`src/rtl/dbp_block_buffer_pp.sv`:
```
// Double-buffered DBP block assembly buffer: one bank fills from the bitplane
// decoder while the other holds a completed block for the reconstruction stage.
module dbp_block_buffer_pp #(
    parameter int DATA_W     = 8,
    parameter int BLOCK_SIZE = 8,
    parameter int NUM_DBP    = DATA_W + 1,
    localparam int PLANE_W   = BLOCK_SIZE - 1,
    localparam int DBP_W     = NUM_DBP * PLANE_W,
    localparam int CNT_W     = $clog2(NUM_DBP + 1)
) (
    input  logic              clk_i,
    input  logic              rst_ni,
    input  logic              clr_i,
    input  logic [DATA_W-1:0] data_i,
    input  logic              push_i,
    input  logic              last_i,
    output logic              rdy_o,
    output logic [DATA_W-1:0] base_o,
    output logic [DBP_W-1:0]  dbp_o,
    output logic [CNT_W-1:0]  nplanes_o,
    output logic              vld_o,
    input  logic              rdy_i,
    output logic              err_o
);

    typedef enum logic [1:0] {FREE, WAIT_BASE, FILLING, FULL} bank_state_e;

    bank_state_e       state_q [2];
    bank_state_e       state_d [2];
    logic              wr_ptr, wr_ptr_d;
    logic              rd_ptr, rd_ptr_d;
    logic [DATA_W-1:0] base_q  [2];
    logic [DBP_W-1:0]  planes_q[2];
    logic [CNT_W-1:0]  count_q [2];
    logic              err_q;
    logic              load_base;
    logic              shift_in;
    logic              err_set;
    logic              release_rd;
    logic [PLANE_W-1:0] new_plane;

    assign new_plane  = data_i[DATA_W-1 -: PLANE_W];
    assign rdy_o      = (state_q[wr_ptr] != FULL);
    assign vld_o      = (state_q[rd_ptr] == FULL);
    assign release_rd = vld_o & rdy_i;

    assign base_o    = base_q[rd_ptr];
    assign dbp_o     = planes_q[rd_ptr];
    assign nplanes_o = count_q[rd_ptr];
    assign err_o     = err_q;

    // The write bank is never FULL while accepting and the read bank is always FULL
    // when released, so the two updates below never touch the same bank.
    always_comb begin
        state_d[0] = state_q[0];
        state_d[1] = state_q[1];
        wr_ptr_d   = wr_ptr;
        rd_ptr_d   = rd_ptr;
        load_base  = 1'b0;
        shift_in   = 1'b0;
        err_set    = 1'b0;

        if (rdy_o) begin
            case (state_q[wr_ptr])
                FREE, WAIT_BASE: begin
                    state_d[wr_ptr] = WAIT_BASE;
                    if (push_i) begin
                        load_base       = 1'b1;
                        state_d[wr_ptr] = FILLING;
                    end else if (last_i) begin
                        err_set = 1'b1;
                    end
                    if (push_i && last_i) begin
                        state_d[wr_ptr] = FULL;
                        wr_ptr_d        = ~wr_ptr;
                    end
                end
                FILLING: begin
                    if (push_i) begin
                        if (count_q[wr_ptr] == CNT_W'(NUM_DBP)) begin
                            err_set = 1'b1;
                        end else begin
                            shift_in = 1'b1;
                        end
                    end
                    if (last_i) begin
                        state_d[wr_ptr] = FULL;
                        wr_ptr_d        = ~wr_ptr;
                    end
                end
                default: ;
            endcase
        end

        if (release_rd) begin
            state_d[rd_ptr] = FREE;
            rd_ptr_d        = ~rd_ptr;
        end
    end

    always_ff @(posedge clk_i or negedge rst_ni) begin
        if (!rst_ni) begin
            state_q[0] <= FREE;
            state_q[1] <= FREE;
            wr_ptr     <= 1'b0;
            rd_ptr     <= 1'b0;
            err_q      <= 1'b0;
        end else if (clr_i) begin
            state_q[0] <= FREE;
            state_q[1] <= FREE;
            wr_ptr     <= 1'b0;
            rd_ptr     <= 1'b0;
            err_q      <= 1'b0;
        end else begin
            state_q[0] <= state_d[0];
            state_q[1] <= state_d[1];
            wr_ptr     <= wr_ptr_d;
            rd_ptr     <= rd_ptr_d;
            if (err_set) begin
                err_q <= 1'b1;
            end
        end
    end

    // Banks are zeroed on release so a new block starts with all planes at zero,
    // which gives zero-fill of unpushed low planes for free.
    always_ff @(posedge clk_i or negedge rst_ni) begin
        if (!rst_ni) begin
            for (int b = 0; b < 2; b++) begin
                base_q[b]   <= '0;
                planes_q[b] <= '0;
                count_q[b]  <= '0;
            end
        end else if (clr_i) begin
            for (int b = 0; b < 2; b++) begin
                base_q[b]   <= '0;
                planes_q[b] <= '0;
                count_q[b]  <= '0;
            end
        end else begin
            for (int b = 0; b < 2; b++) begin
                if (release_rd && (rd_ptr == 1'(b))) begin
                    base_q[b]   <= '0;
                    planes_q[b] <= '0;
                    count_q[b]  <= '0;
                end else if (wr_ptr == 1'(b)) begin
                    if (load_base) begin
                        base_q[b]  <= data_i;
                        count_q[b] <= '0;
                    end
                    if (shift_in) begin
                        planes_q[b] <= {new_plane, planes_q[b][DBP_W-1:PLANE_W]};
                        count_q[b]  <= count_q[b] + CNT_W'(1);
                    end
                end
            end
        end
    end

endmodule

```
`config.mk`:
```
export PLATFORM = sky130hd
export DESIGN_NAME = dbp_block_buffer_pp
export DESIGN_NICKNAME = d
export VERILOG_FILES = /design/src/rtl/dbp_block_buffer_pp.sv
export SDC_FILE = /design/constraint.sdc
export NUM_CORES = 1
export LEC_CHECK = 0
export ABC_AREA = 1
export BUFFER_PORTS_ARGS = -buffer_cell sky130_fd_sc_hd__buf_2
export CORE_MARGIN = 4
export CORE_UTILIZATION = 35
export DETAILED_ROUTE_END_ITERATION = 12
export GPL_ROUTABILITY_DRIVEN = 0
export PLACE_DENSITY = 0.52
export SKIP_LAST_GASP = 1
export SYNTH_ARGS = -nofsm -noshare
export SYNTH_HDL_FRONTEND = slang
export SYNTH_SLANG_ARGS = --single-unit
```
`constraint.sdc`:
```
create_clock -name clk_i -period 1.6 [get_ports clk_i]
set_input_delay 0.16 -clock clk_i [delete_from_list [all_inputs] [get_ports clk_i]]
set_output_delay 0.16 -clock clk_i [all_outputs]
set_load 0.005 [all_outputs]
```
# --- Word-level counts from Yosys, hierarchy flattened ---
# Cells that the tools add are included.
totals:
  regBits: 157
  latchBits: 0
  ram_bits: 0
  mem_bits_ro: 0
  output_inout_bits: 78
  word_cells: 139
  memories: 0
classes:
  add_sub_neg: 2
  n_mul: 0
  n_div: 0
  n_lt_le_gt_ge: 4
  eq_ne: 8
  n_shift: 0
  muxes: 74
  n_bitwise: 15
  n_reduce_logical: 25
op_table:
  columns: ["operator", "n"]
  rows:
  - ["two-way mux 63 bit", 9]
  - ["two-way mux 126 bit", 1]
  - ["two-way mux 4 bit", 21]
  - ["two-way mux 8 bit", 9]
  - ["two-way mux 1 bit", 20]
  - ["nonzero test 3 bit", 6]
  - ["two-way mux 16 bit", 1]
  - ["two-way mux 2 bit", 8]
  - ["AND reduction 2 bit", 6]
  - ["adder 4 x 1 -> 4 bit, second input constant", 2]
  - ["OR 4 bit", 2]
  - ["one-hot mux 4 bit (2 select lines)", 1]
  - ["nonzero test 4 bit", 2]
  - ["!= test 3 bit, second input constant", 2]
  - ["nonzero test 2 bit", 3]
  - ["logical AND 1 bit", 5]
  - ["AND 2 bit", 2]
  - ["AND 4 bit", 1]
  - ["demux 2 bit (select 1 bit)", 2]
  - ["equality test 2 bit, second input constant", 2]
  - ["equality test 4 bit, second input constant", 1]
  - [">= comparator 2 bit, second input constant", 2]
  - ["< comparator 2 x 1 -> 1 bit, second input constant", 2]
  - ["NOT 1 -> 2 bit", 2]
  - ["other kinds (12)", 16]

# --- Depth between registers and ports, before layout ---
# Gate-level depths: netlist (run 1).
logic_depth:
  depth_word: 18
  mapped_depth: 11
  mapped_depth_nobuf: 10

# --- Worst setup path before layout (run 1) ---
# No wires, ideal clock.
synth_timing:
  path_type: "reg2reg"
  start: "register wr_ptr"
  end: "register planes_q[115] in the netlist's numbering"
  arrival_ns: 1.443
  required_ns: 1.470
  slack_ns: 0.027
  stages_incl_launch_ff: 10
  n_path_buf: 3
  period_less_slack_ns: 1.573
  path_cell_list: "dfrtp_1 > buf_6 > nand2_1 > nand3_2 > nor2_8 > nand3_2 > buf_6 > buf_4 > nand3_1 > o21ai_1"
synth_between:
  elab_chain_cells: 11
synth_rtl:
  columns: ["element", "line", "source"]
  rows:
  - ["start, declared", "30", "logic wr_ptr, wr_ptr_d;"]
  - ["start signal, assigned", "117", "wr_ptr <= wr_ptr_d;"]
  - ["NOT 1 -> 2 bit (implied by the code)", "43, 64, 80", null]
  - ["two-way mux 4 bit (implied by the code) (3 in series)", "80", "if (count_q[wr_ptr] == CNT_W'(NUM_DBP)) begin"]
  - ["equality test 4 bit", "80", null]
  - ["two-way mux 1 bit", "80", null]
  - ["two-way mux 1 bit", "79", "if (push_i) begin"]
  - ["two-way mux 1 bit", "64", "case (state_q[wr_ptr])"]
  - ["two-way mux 1 bit", "63", "if (rdy_o) begin"]
  - ["nonzero test 3 bit (no source line)", null, null]
  - ["AND reduction 2 bit (no source line) (*)", null, null]
  - ["end signal, assigned by index", "152", "planes_q[b] <= {new_plane, planes_q[b][DBP_W-1:PLANE_W]};"]
  - ["end, declared", "33", "logic [DBP_W-1:0] planes_q[2];"]
# Mark *: on every way between the ends. The rest lies on a longest branch, timed or not. The select of a mux whose other input is x is not followed.
# A chain may end at the register's enable or synchronous reset.

# --- Final worst setup path (run 1) ---
layout_timing:
  start: "register rd_ptr"
  end: "output dbp_o[34]"
layout_between:
  elab_chain_cells: 4
layout_rtl:
  columns: ["element", "line", "source"]
  rows:
  - ["start, declared", "31", "logic rd_ptr, rd_ptr_d;"]
  - ["start signal, assigned", "118", "rd_ptr <= rd_ptr_d;"]
  - ["NOT 1 -> 2 bit (implied by the code)", "48", "assign dbp_o = planes_q[rd_ptr];"]
  - ["two-way mux 63 bit (implied by the code) (3 in series)", "48", null]
  - ["end, declared", "19", "output logic [DBP_W-1:0] dbp_o,"]
# Every way passes these cells. The select of a mux whose other input is x is not followed.

==> flow_summary.yaml, run 1 <==
yosys:
  async_flop_share_pct: 100
  synth_edf_count: 0
  synth_area_mm2: 0.00776
  syn-num-nets: 1022
  yosys.cell_types.count: 26
  seq_area_frac_synth_pct: 50.6
  avgSynthCellArea_um2: 7.72
  yosysWarnings: 0
  netlist_instances: 1006
  ys.flop_type: "dfrtp_1"
  synth_seq_cells: 157
sta:
  rsz0062_at_grt: "true"
  post-route-period-util_pct: 108
  setup_ws_ps: -129
  finClkSkew_ps: 10.7
  fmax_mhz: 578
  tightest_slew_ps: 455
  finalSetupViolCount: 198
  period_minus_slack_ps: 1730
  slew_violations: 0
  maxSlewHeadroom_pct: 69.7
  finalSetupTns_ps: -12200
  hold_viol_final: 0
finish:
  layout_common_cells: "381 x nand2_1, 156 x dfrtp_1, 108 x nand3_1, 101 x o21ai_1, 88 x buf_2"
  fin_util_pct: 52.2
  area_growth_pct: 46.9
  nets: 1196
  drive_above_1_share_pct: 30.2
  fin_area_mm2: 0.0114
  layout_commonest_cell: "nand2_1"
  n_antenna_cell: 0
global_route:
  grtUsageMet2_pct: 32.1
  grtUsageMet3_pct: 3.57
  use_met1_pct: 27.2
  grt_pass1_wl_um: 38200
  grt_overflow: 0
  grt_max_degree: 60
  grt_usage_pct: 19.7
  grt_pass1_vias: 6931
  busiest_layer: "met2"
  antenna_found_initial: 0
clock_tree:
  cts_buffers: 17
  worstSkewPairLatency_ps: 440
  cts.clk_slew.worst_paths_ps: 60
  numClockSinks: 157
  cts_tree: "built"
  h-tree-depth: 4
  clockBufferDepth: 2
  cts_root_buf: "clkbuf_16"
placement:
  placed_cell_area_mm2: 0.00890
  preCtsSetupSlack_ps: -85.0
  hpwlAfterDp_um: 14700
  port_buffers: 91
detailed_routing:
  wirelength_um: 27800
  drt_iter0_markers: 565
  drc_errors: 0
  ant_nets: 0
  vias: 7610
  viasPerCell: 5.17
  drt-wirelength-per-cell_um: 18.9
  firstDrtPassIters: 5
die:
  io_pins: 92
  dieHeight_um: 157
  dieArea_mm2: 0.0246
  fp.coreArea_mm2: 0.0218
  row_count: 54
  dieWidth_um: 157
  start_util_pct: 35.6
power_and_ir_drop:
  swShare_pct: 27.1
  power.density_mw_per_mm2: 860
  p_seq_share_pct: 42.2
  p_leak_nw: 5.56
  switchingPower_mw: 2.66
  intPower_mw: 7.15
  vdd_ir_drop_max_mv: 0.731
  clock_power_share_pct: 41.4
  combPwrFrac_pct: 16.5
status:
  status: "finished, violations left"
  failed_checks: "negative setup slack"
worst_hold_path:
  holdCritPathClass: "input port to register"
critical_path:
  max_stage_delay_ps: 470
  critical-path-top-delay-family: "flip-flops"
  critPathBufInv: 3
  cp_cell_sequence: "inv_8 -> buf_16 -> nand2_1 -> nand2_1 -> buf_2"
  critPathMaxFanout: 19
  crit_path_start_kind: "register"
  cp-end-kind: "primary output"
  slowest_stage: "dfrtp_2"
  cpMostUsedCell: "nand2_1"
  critical_path_required_ps: 1440
  cp.arrival_ps: 1570
  critPathKind: "register to primary output"
job:
  drv_cap: 0
tightest hold or removal path: cells and delay by family:
kind,cells,cell delay [ps]
AOI/OAI and AO/OA,1,60
buffers and inverters,1,110
and+or+nand+nor,1,70
timing repair:
action / in CTS / in global routing
hold endpoints to repair: 38 / 0
gates cloned: 12 / 33
resized for setup: 26 / 140
setup endpoints to repair: 199 / 225
pin swaps: 4 / 17
buffers inserted: 13 / 17
hold buffers: 4 / 0
final timing paths:
path                            from  cells after the start       endpoint  slack (ps)
max                           rd_ptr                      5      dbp_o[34]        -130
min                        data_i[5]                      3     base_q[13]         0.5
max reg2reg                   rd_ptr                     10  planes_q[104]        -120
min reg2reg                base_q[6]                      2      base_q[6]         480
max in group asynchronous     rst_ni                      3   planes_q[99]         780
min in group asynchronous     rst_ni                      2   planes_q[64]         230
state kept, by name, summed over array words and instances (netlist names):
signal	cells
planes_q	126
base_q	16
wr_ptr	1
rd_ptr	1
err_o	1
state_q	4
count_q	8
per-stage QoR:
step	std cells	power (mW)	hold slack (ps)
after global routing	1473	10.2	-6.68
after floorplan	1006	4.74	-136
after global placement	1366	5.24	122
after CTS	1427	9.50	3.11
after detailed placement	1366	5.24	126
final	1473	9.81	0.454
layer usage:
metal / routed length (µm) / share of wire [%] / up-vias
met5: 0 / 0 / -
met4: 545 / 2.0 / 0
met3: 1470 / 5.3 / 36
met2: 13600 / 49 / 234
met1: 12200 / 44 / 3669
li1: - / - / 3671
synthesized netlist by cell type, types with 5 or more instances:
cell | n | area share [%]
nand3_1 | 145 | 9.3
buf_6 | 16 | 2.3
o21ai_1 | 99 | 6.4
nand4_1 | 15 | 1.2
clkbuf_1 | 46 | 2.2
inv_1 | 22 | 1.1
nand2_1 | 414 | 20
dfrtp_1 | 157 | 51
a21oi_1 | 5 | 0.32
nor2_1 | 15 | 0.73
buf_1 | 5 | 0.24
o21ai_0 | 37 | 2.4
layout make-up:
class	count	area (µm²)
Fill cell	2022	10400
Sequential cell	157	3930
Multi-Input combinational cell	748	3760
Timing Repair Buffer	229	2660
Clock buffer	21	460
Tap cell	280	350
Inverter	27	121
Clock inverter	11	118
power groups by stage:
stage / clock network (mW) / logic (mW) / registers (mW)
2_1_floorplan: 0 / 0.559 / 4.19
3_3_place_gp: 0 / 1.04 / 4.20
3_5_place_dp: 0 / 1.04 / 4.20
4_1_cts: 4.13 / 1.24 / 4.13
5_1_grt: 4.32 / 1.74 / 4.15
6_report: 4.06 / 1.62 / 4.14
logic make-up (layout without fill, tap and decap cells):
group | count (synthesis) | count (layout) | synth area share, %
AO/OA/AOI/OAI | 144 | 144 | 9.36
adder cells (fa/ha/maj) | 2 | 2 | 0.322
AND/OR/NAND/NOR | 597 | 598 | 32.5
XOR/XNOR | 4 | 4 | 0.451
buffers and inverters | 102 | 288 | 6.77
flip-flops | 157 | 157 | 50.6
(Power assumes the default switching activity.)
==> run 2: changes to the inputs <==
ABC_AREA = 0   (was 1)
PLACE_DENSITY = 0.53   (was 0.52)
==> flow_summary.yaml, run 2 <==
status:
  status: "finished, violations left"
  failed_checks: "negative setup slack"
detailed_routing:
  wirelength_um: 24200
  drt-wirelength-per-cell_um: 20.1
  viasPerCell: 5.28
  vias: 6379
  drt_iter0_markers: 448
  drc_errors: 0
  ant_nets: 0
  firstDrtPassIters: 4
yosys:
  synth_top_area_share_pct: 53.7
  synth_edf_count: 0
  yosys.cell_types.count: 49
  synth_top_family_by_area: "simple AND/OR/NAND/NOR gates"
  synth_area_mm2: 0.00731
  synth_seq_cells: 157
  netlist_instances: 763
  yosys.area_share.adder_pct: 0.342
  synthSimpleGateAreaFrac_pct: 16.2
  seq_area_frac_synth_pct: 53.7
  synth-xor-area-share_pct: 0.240
  yosys-top-cells-count: "232 x nand2_1, 157 x dfrtp_1, 119 x a21oi_1"
  yosys.area.top_type: "dfrtp_1"
  synth_compound_area_share_pct: 14.5
  synth_most_common_cell: "nand2_1"
  yosysWarnings: 0
  avgSynthCellArea_um2: 9.58
  synthMuxAreaShare_pct: 10.8
  async_flop_share_pct: 100
  syn-num-nets: 779
  synth_area_leaders: "dfrtp_1 54%, nand2_1 12%, mux2_2 11%"
  ys.flop_type: "dfrtp_1"
critical_path:
  critPathMaxFanout: 19
  cpMostUsedCell: "buf_12"
  slowest_stage: "dfrtp_4"
  cp-end-kind: "primary output"
  crit_path_start_kind: "register"
  critPathKind: "register to primary output"
  rr_startpoint: "rd_ptr"
  critPathBufInv: 3
  critical-path-top-delay-family: "flip-flops"
  startpoint: "rd_ptr"
  max_stage_delay_ps: 460
  cp_cell_sequence: "buf_12 -> buf_12 -> mux2_2 -> buf_2"
  cp.arrival_ps: 1710
  critical_path_required_ps: 1440
sta:
  slew_violations: 0
  tightest_slew_ps: 494
  finalSetupTns_ps: -37050
  setup_ws_ps: -266
  hold_viol_final: 0
  period_minus_slack_ps: 1870
  rsz0062_at_grt: "true"
  finClkSkew_ps: 9.19
  post-route-period-util_pct: 117
  maxSlewHeadroom_pct: 67.1
  fmax_mhz: 536
  finalSetupViolCount: 184
global_route:
  grt_overflow: 0
  grt_usage_pct: 19.5
  grt_max_degree: 46
  antenna_found_initial: 0
  grt_pass1_wl_um: 36100
  grt_pass1_vias: 6236
finish:
  n_antenna_cell: 0
  layout_common_cells: "222 x nand2_1, 156 x dfrtp_1, 90 x buf_2, 69 x mux2_2, 65 x a21oi_2"
  area_growth_pct: 47.0
  layout_commonest_cell: "nand2_1"
  fin_area_mm2: 0.0108
  drive_above_1_share_pct: 46.5
  largest_register_ffs: 126
  largestRegisters: "planes_q: 126 flops, base_q: 16 flops, count_q: 8 flops"
  nets: 942
  largest-register: "planes_q"
power_and_ir_drop:
  swShare_pct: 25.3
  p_leak_nw: 4.90
  clock_power_share_pct: 44.6
  p_seq_share_pct: 43.0
  switchingPower_mw: 2.39
  vdd_ir_drop_max_mv: 0.755
  combPwrFrac_pct: 12.4
  power.density_mw_per_mm2: 879
  intPower_mw: 7.06
die:
  start_util_pct: 35.9
  row_count: 52
  dieWidth_um: 153
  fp.coreArea_mm2: 0.0204
  dieHeight_um: 153
  io_pins: 92
  dieArea_mm2: 0.0233
clock_tree:
  cts.clk_slew.worst_paths_ps: 70
  h-tree-depth: 4
  cts_buffers: 17
  numClockSinks: 157
  worstSkewPairLatency_ps: 420
  cts_root_buf: "clkbuf_16"
  cts_tree: "built"
  clockBufferDepth: 2
placement:
  port_buffers: 91
  hpwlAfterDp_um: 13100
  placed_cell_area_mm2: 0.00848
job:
  drv_cap: 0
worst_hold_path:
  min_from: "data_i[1]"
  holdCritPathClass: "input port to register"
-- run 2: cell type report --
type,instances,area [µm²]
Inverter,13,48.8
Timing Repair Buffer,201,2060
Clock inverter,13,163
Sequential cell,157,3930
Clock buffer,19,443
Fill cell,1829,9610
Multi-Input combinational cell,536,3770
Tap cell,270,338
-- run 2: through the flow --
step	power [mW]	util [%]	cells	hold slack (ps)	setup slack, ps
finish	9.45	52.8	1209	18.5	-266
global route	9.76	52.8	1209	13.7	-311
CTS	9.32	48.9	1186	0.587	-278
detailed placement	4.88	41.7	1124	147	-81.2
global placement	4.88	41.7	1124	147	-56.2
floorplan	4.45	-	763	-136	-20.5
-- run 2: timing repair --
item,in CTS,in global routing
pin swaps,18,30
buffers inserted,12,16
setup endpoints to repair,112,225
cloned,14,11
hold endpoints to repair,42,0
hold buffers,4,0
resized for setup,88,125
-- run 2: routing by layer --
metal	wire [µm]	part of all wire, %	global-route usage (%)	vias up
met5	0	0	0	-
met4	338	1.4	4.92	0
met3	1060	4.4	4.06	23
met2	11800	49	30.9	164
met1	11000	45	27.5	3257
li1	-	-	-	2935
-- run 2: worst register-to-register path, cell delays in order (launching register included) --
cell	delay [ps]
dfrtp_4	510
buf_12	150
buf_6	110
nand4b_1	320
nand2b_4	270
buf_6	170
clkbuf_16	170
a21oi_2	40
-- run 2: cell families after synthesis --
| kind of cell | Yosys count |
|---|---|
| flip-flops | 157 |
| adder cells (fa/ha/maj) | 2 |
| AO/OA/AOI/OAI | 179 |
| multiplexers | 70 |
| buffers and inverters | 70 |
| XOR/XNOR | 2 |
| AND/OR/NAND/NOR | 283 |
-- run 2: final timing paths --
| kind | to | slack, ps | cells past startpoint |
|---|---|---|---|
| max | dbp_o[44] | -270 | 4 |
| min | base_q[9] | 20 | 3 |
| max reg2reg | planes_q[79] | -250 | 7 |
| min reg2reg | planes_q[6] | 500 | 1 |
| max in group asynchronous | planes_q[75] | 730 | 3 |
| min in group asynchronous | planes_q[63] | 250 | 2 |
-- run 2: power groups by stage --
stage	clock, mW	sequential, mW	combinational [mW]
6_report	4.21	4.06	1.18
5_1_grt	4.44	4.06	1.26
4_1_cts	4.27	4.06	0.993
3_5_place_dp	0	4.13	0.747
3_3_place_gp	0	4.13	0.748
2_1_floorplan	0	4.12	0.334
==> run 3: changes to the inputs <==
MAX_ROUTING_LAYER = met4   (was unset)
SKIP_LAST_GASP = unset   (was 1)
==> flow_summary.yaml, run 3 (synthesis gave the netlist of run 2 again) <==
clock_tree:
  h-tree-depth: 4
  cts_root_buf: "clkbuf_16"
  cts.clk_slew.worst_paths_ps: 70
  worstSkewPairLatency_ps: 430
  cts_buffers: 17
  numClockSinks: 157
  cts_tree: "built"
  clockBufferDepth: 2
finish:
  n_antenna_cell: 0
  nets: 941
  area_growth_pct: 46.4
  largestRegisters: "planes_q: 126 flops, base_q: 16 flops, count_q: 8 flops"
  final_cell_count_no_fill: 1208
  largest_register_ffs: 126
  layout_common_cells: "222 x nand2_1, 156 x dfrtp_1, 90 x buf_2, 71 x a21oi_2, 69 x mux2_2"
  largest-register: "planes_q"
  fin_util_pct: 52.6
  layout_commonest_cell: "nand2_1"
  drive_above_1_share_pct: 46.9
die:
  fp.coreArea_mm2: 0.0204
  dieHeight_um: 153
  io_pins: 92
  dieArea_mm2: 0.0233
  start_util_pct: 35.9
  row_count: 52
  dieWidth_um: 153
global_route:
  grt_pass1_wl_um: 36100
  antenna_found_initial: 0
  grt_usage_pct: 20.0
  grt_max_degree: 46
  grt_overflow: 0
  grt_pass1_vias: 6243
power_and_ir_drop:
  finalPower_mw: 9.45
  p_leak_nw: 4.90
  clock_power_share_pct: 44.7
  p_seq_share_pct: 43.0
  combPwrFrac_pct: 12.3
  intPower_mw: 7.05
  power.density_mw_per_mm2: 882
  vdd_ir_drop_max_mv: 0.760
  swShare_pct: 25.3
  switchingPower_mw: 2.39
placement:
  preCtsSetupSlack_ps: -81.2
  dp.cells: 1124
  hpwlAfterDp_um: 13100
  port_buffers: 91
critical_path:
  critPathBufInv: 3
  r2r_slack_ps: -250
  crit_path_start_kind: "register"
  max_stage_delay_ps: 460
  cp-end-kind: "primary output"
  critPathMaxFanout: 19
  slowest_stage: "dfrtp_4"
  critPathKind: "register to primary output"
  critical-path-top-delay-family: "flip-flops"
  r2r_end: "planes_q[79]"
  critical_path_required_ps: 1440
  cpMostUsedCell: "buf_12"
  cp_cell_sequence: "buf_12 -> buf_12 -> mux2_2 -> buf_2"
  ff2ff_path_depth: 7
  cp.arrival_ps: 1710
  rr_startpoint: "rd_ptr"
sta:
  setup_ws_ps: -265
  hold_viol_final: 0
  finalSetupViolCount: 184
  whs_ps: 13.0
  fmax_mhz: 536
  slew_violations: 0
  rsz0062_at_grt: "true"
  tightest_slew_ps: 492
  period_minus_slack_ps: 1870
  post-route-period-util_pct: 117
  maxSlewHeadroom_pct: 67.2
  finClkSkew_ps: 10.1
status:
  failed_checks: "negative setup slack"
  status: "finished, violations left"
worst_hold_path:
  holdCritPathClass: "input port to register"
  hold_end: "base_q[6]"
  hold_depth: 3
  min_from: "data_i[6]"
detailed_routing:
  drc_errors: 0
  viasPerCell: 5.28
  firstDrtPassIters: 5
  drt-wirelength-per-cell_um: 20.1
  vias: 6381
  wirelength_um: 24300
  drt_iter0_markers: 343
  ant_nets: 0
job:
  drv_cap: 0
[run 3: per-layer routing]
layer / part of all wire (%) / up-vias / track usage, %
met4: 1.2 / 0 / 5.09
li1: - / 2935 / -
met5: 0 / - / -
met3: 3.9 / 25 / 3.64
met2: 49 / 163 / 30.9
met1: 46 / 3258 / 27.6
[run 3: layout make-up]
class / count / area [µm²]
clock inverters: 13 / 163
flip-flops and latches: 157 / 3930
well taps: 270 / 338
clock buffers: 19 / 443
multi-input cells: 536 / 3750
fillers: 1835 / 9660
inverters: 13 / 48.8
repair buffers: 200 / 2030
[run 3: worst max path at each step]
stage	endpoint	start	depth (start not counted)	slack (ps)
final	dbp_o[53]	rd_ptr	4	-270
after floorplan	planes_q[0]	count_q[2]	6	-20
after global placement	planes_q[18]	count_q[1]	5	-60
after CTS	dbp_o[16]	rd_ptr	4	-280
after global routing	planes_q[71]	rd_ptr	7	-310
after detailed placement	planes_q[36]	wr_ptr	5	-80
[run 3: per-stage QoR]
| step | TNS [ps] | instance area (µm²) |
|---|---|---|
| floorplan | -393 | 7310 |
| global placement | -1350 | 8480 |
| detailed placement | -1930 | 8480 |
| CTS | -38830 | 9980 |
| global route | -47020 | 10700 |
| finish | -36740 | 10700 |
[run 3: timing repair]
action                                 in CTS  in global routing
gates cloned                               14                 11
resized for setup                          95                114
setup endpoints to repair                 112                206
pin swaps                                  20                 27
endpoints found under the hold margin      42                  0
hold buffers                                4                  0
setup buffers                              12                 14
[run 3: power groups by stage]
| stage | Sequential (mW) | Clock [mW] | Combinational (mW) |
|---|---|---|---|
| 6_report | 4.06 | 4.22 | 1.17 |
| 5_1_grt | 4.06 | 4.44 | 1.25 |
| 4_1_cts | 4.06 | 4.27 | 0.999 |
| 3_5_place_dp | 4.13 | 0 | 0.747 |
| 3_3_place_gp | 4.13 | 0 | 0.748 |
| 2_1_floorplan | 4.12 | 0 | 0.334 |
[run 3: worst register-to-register path, stage by stage (launching register included)]
cell,delay (ps)
dfrtp_4,510
buf_12,150
buf_6,110
nand4b_1,310
nand2b_4,270
buf_6,170
clkbuf_16,170
a21oi_2,40
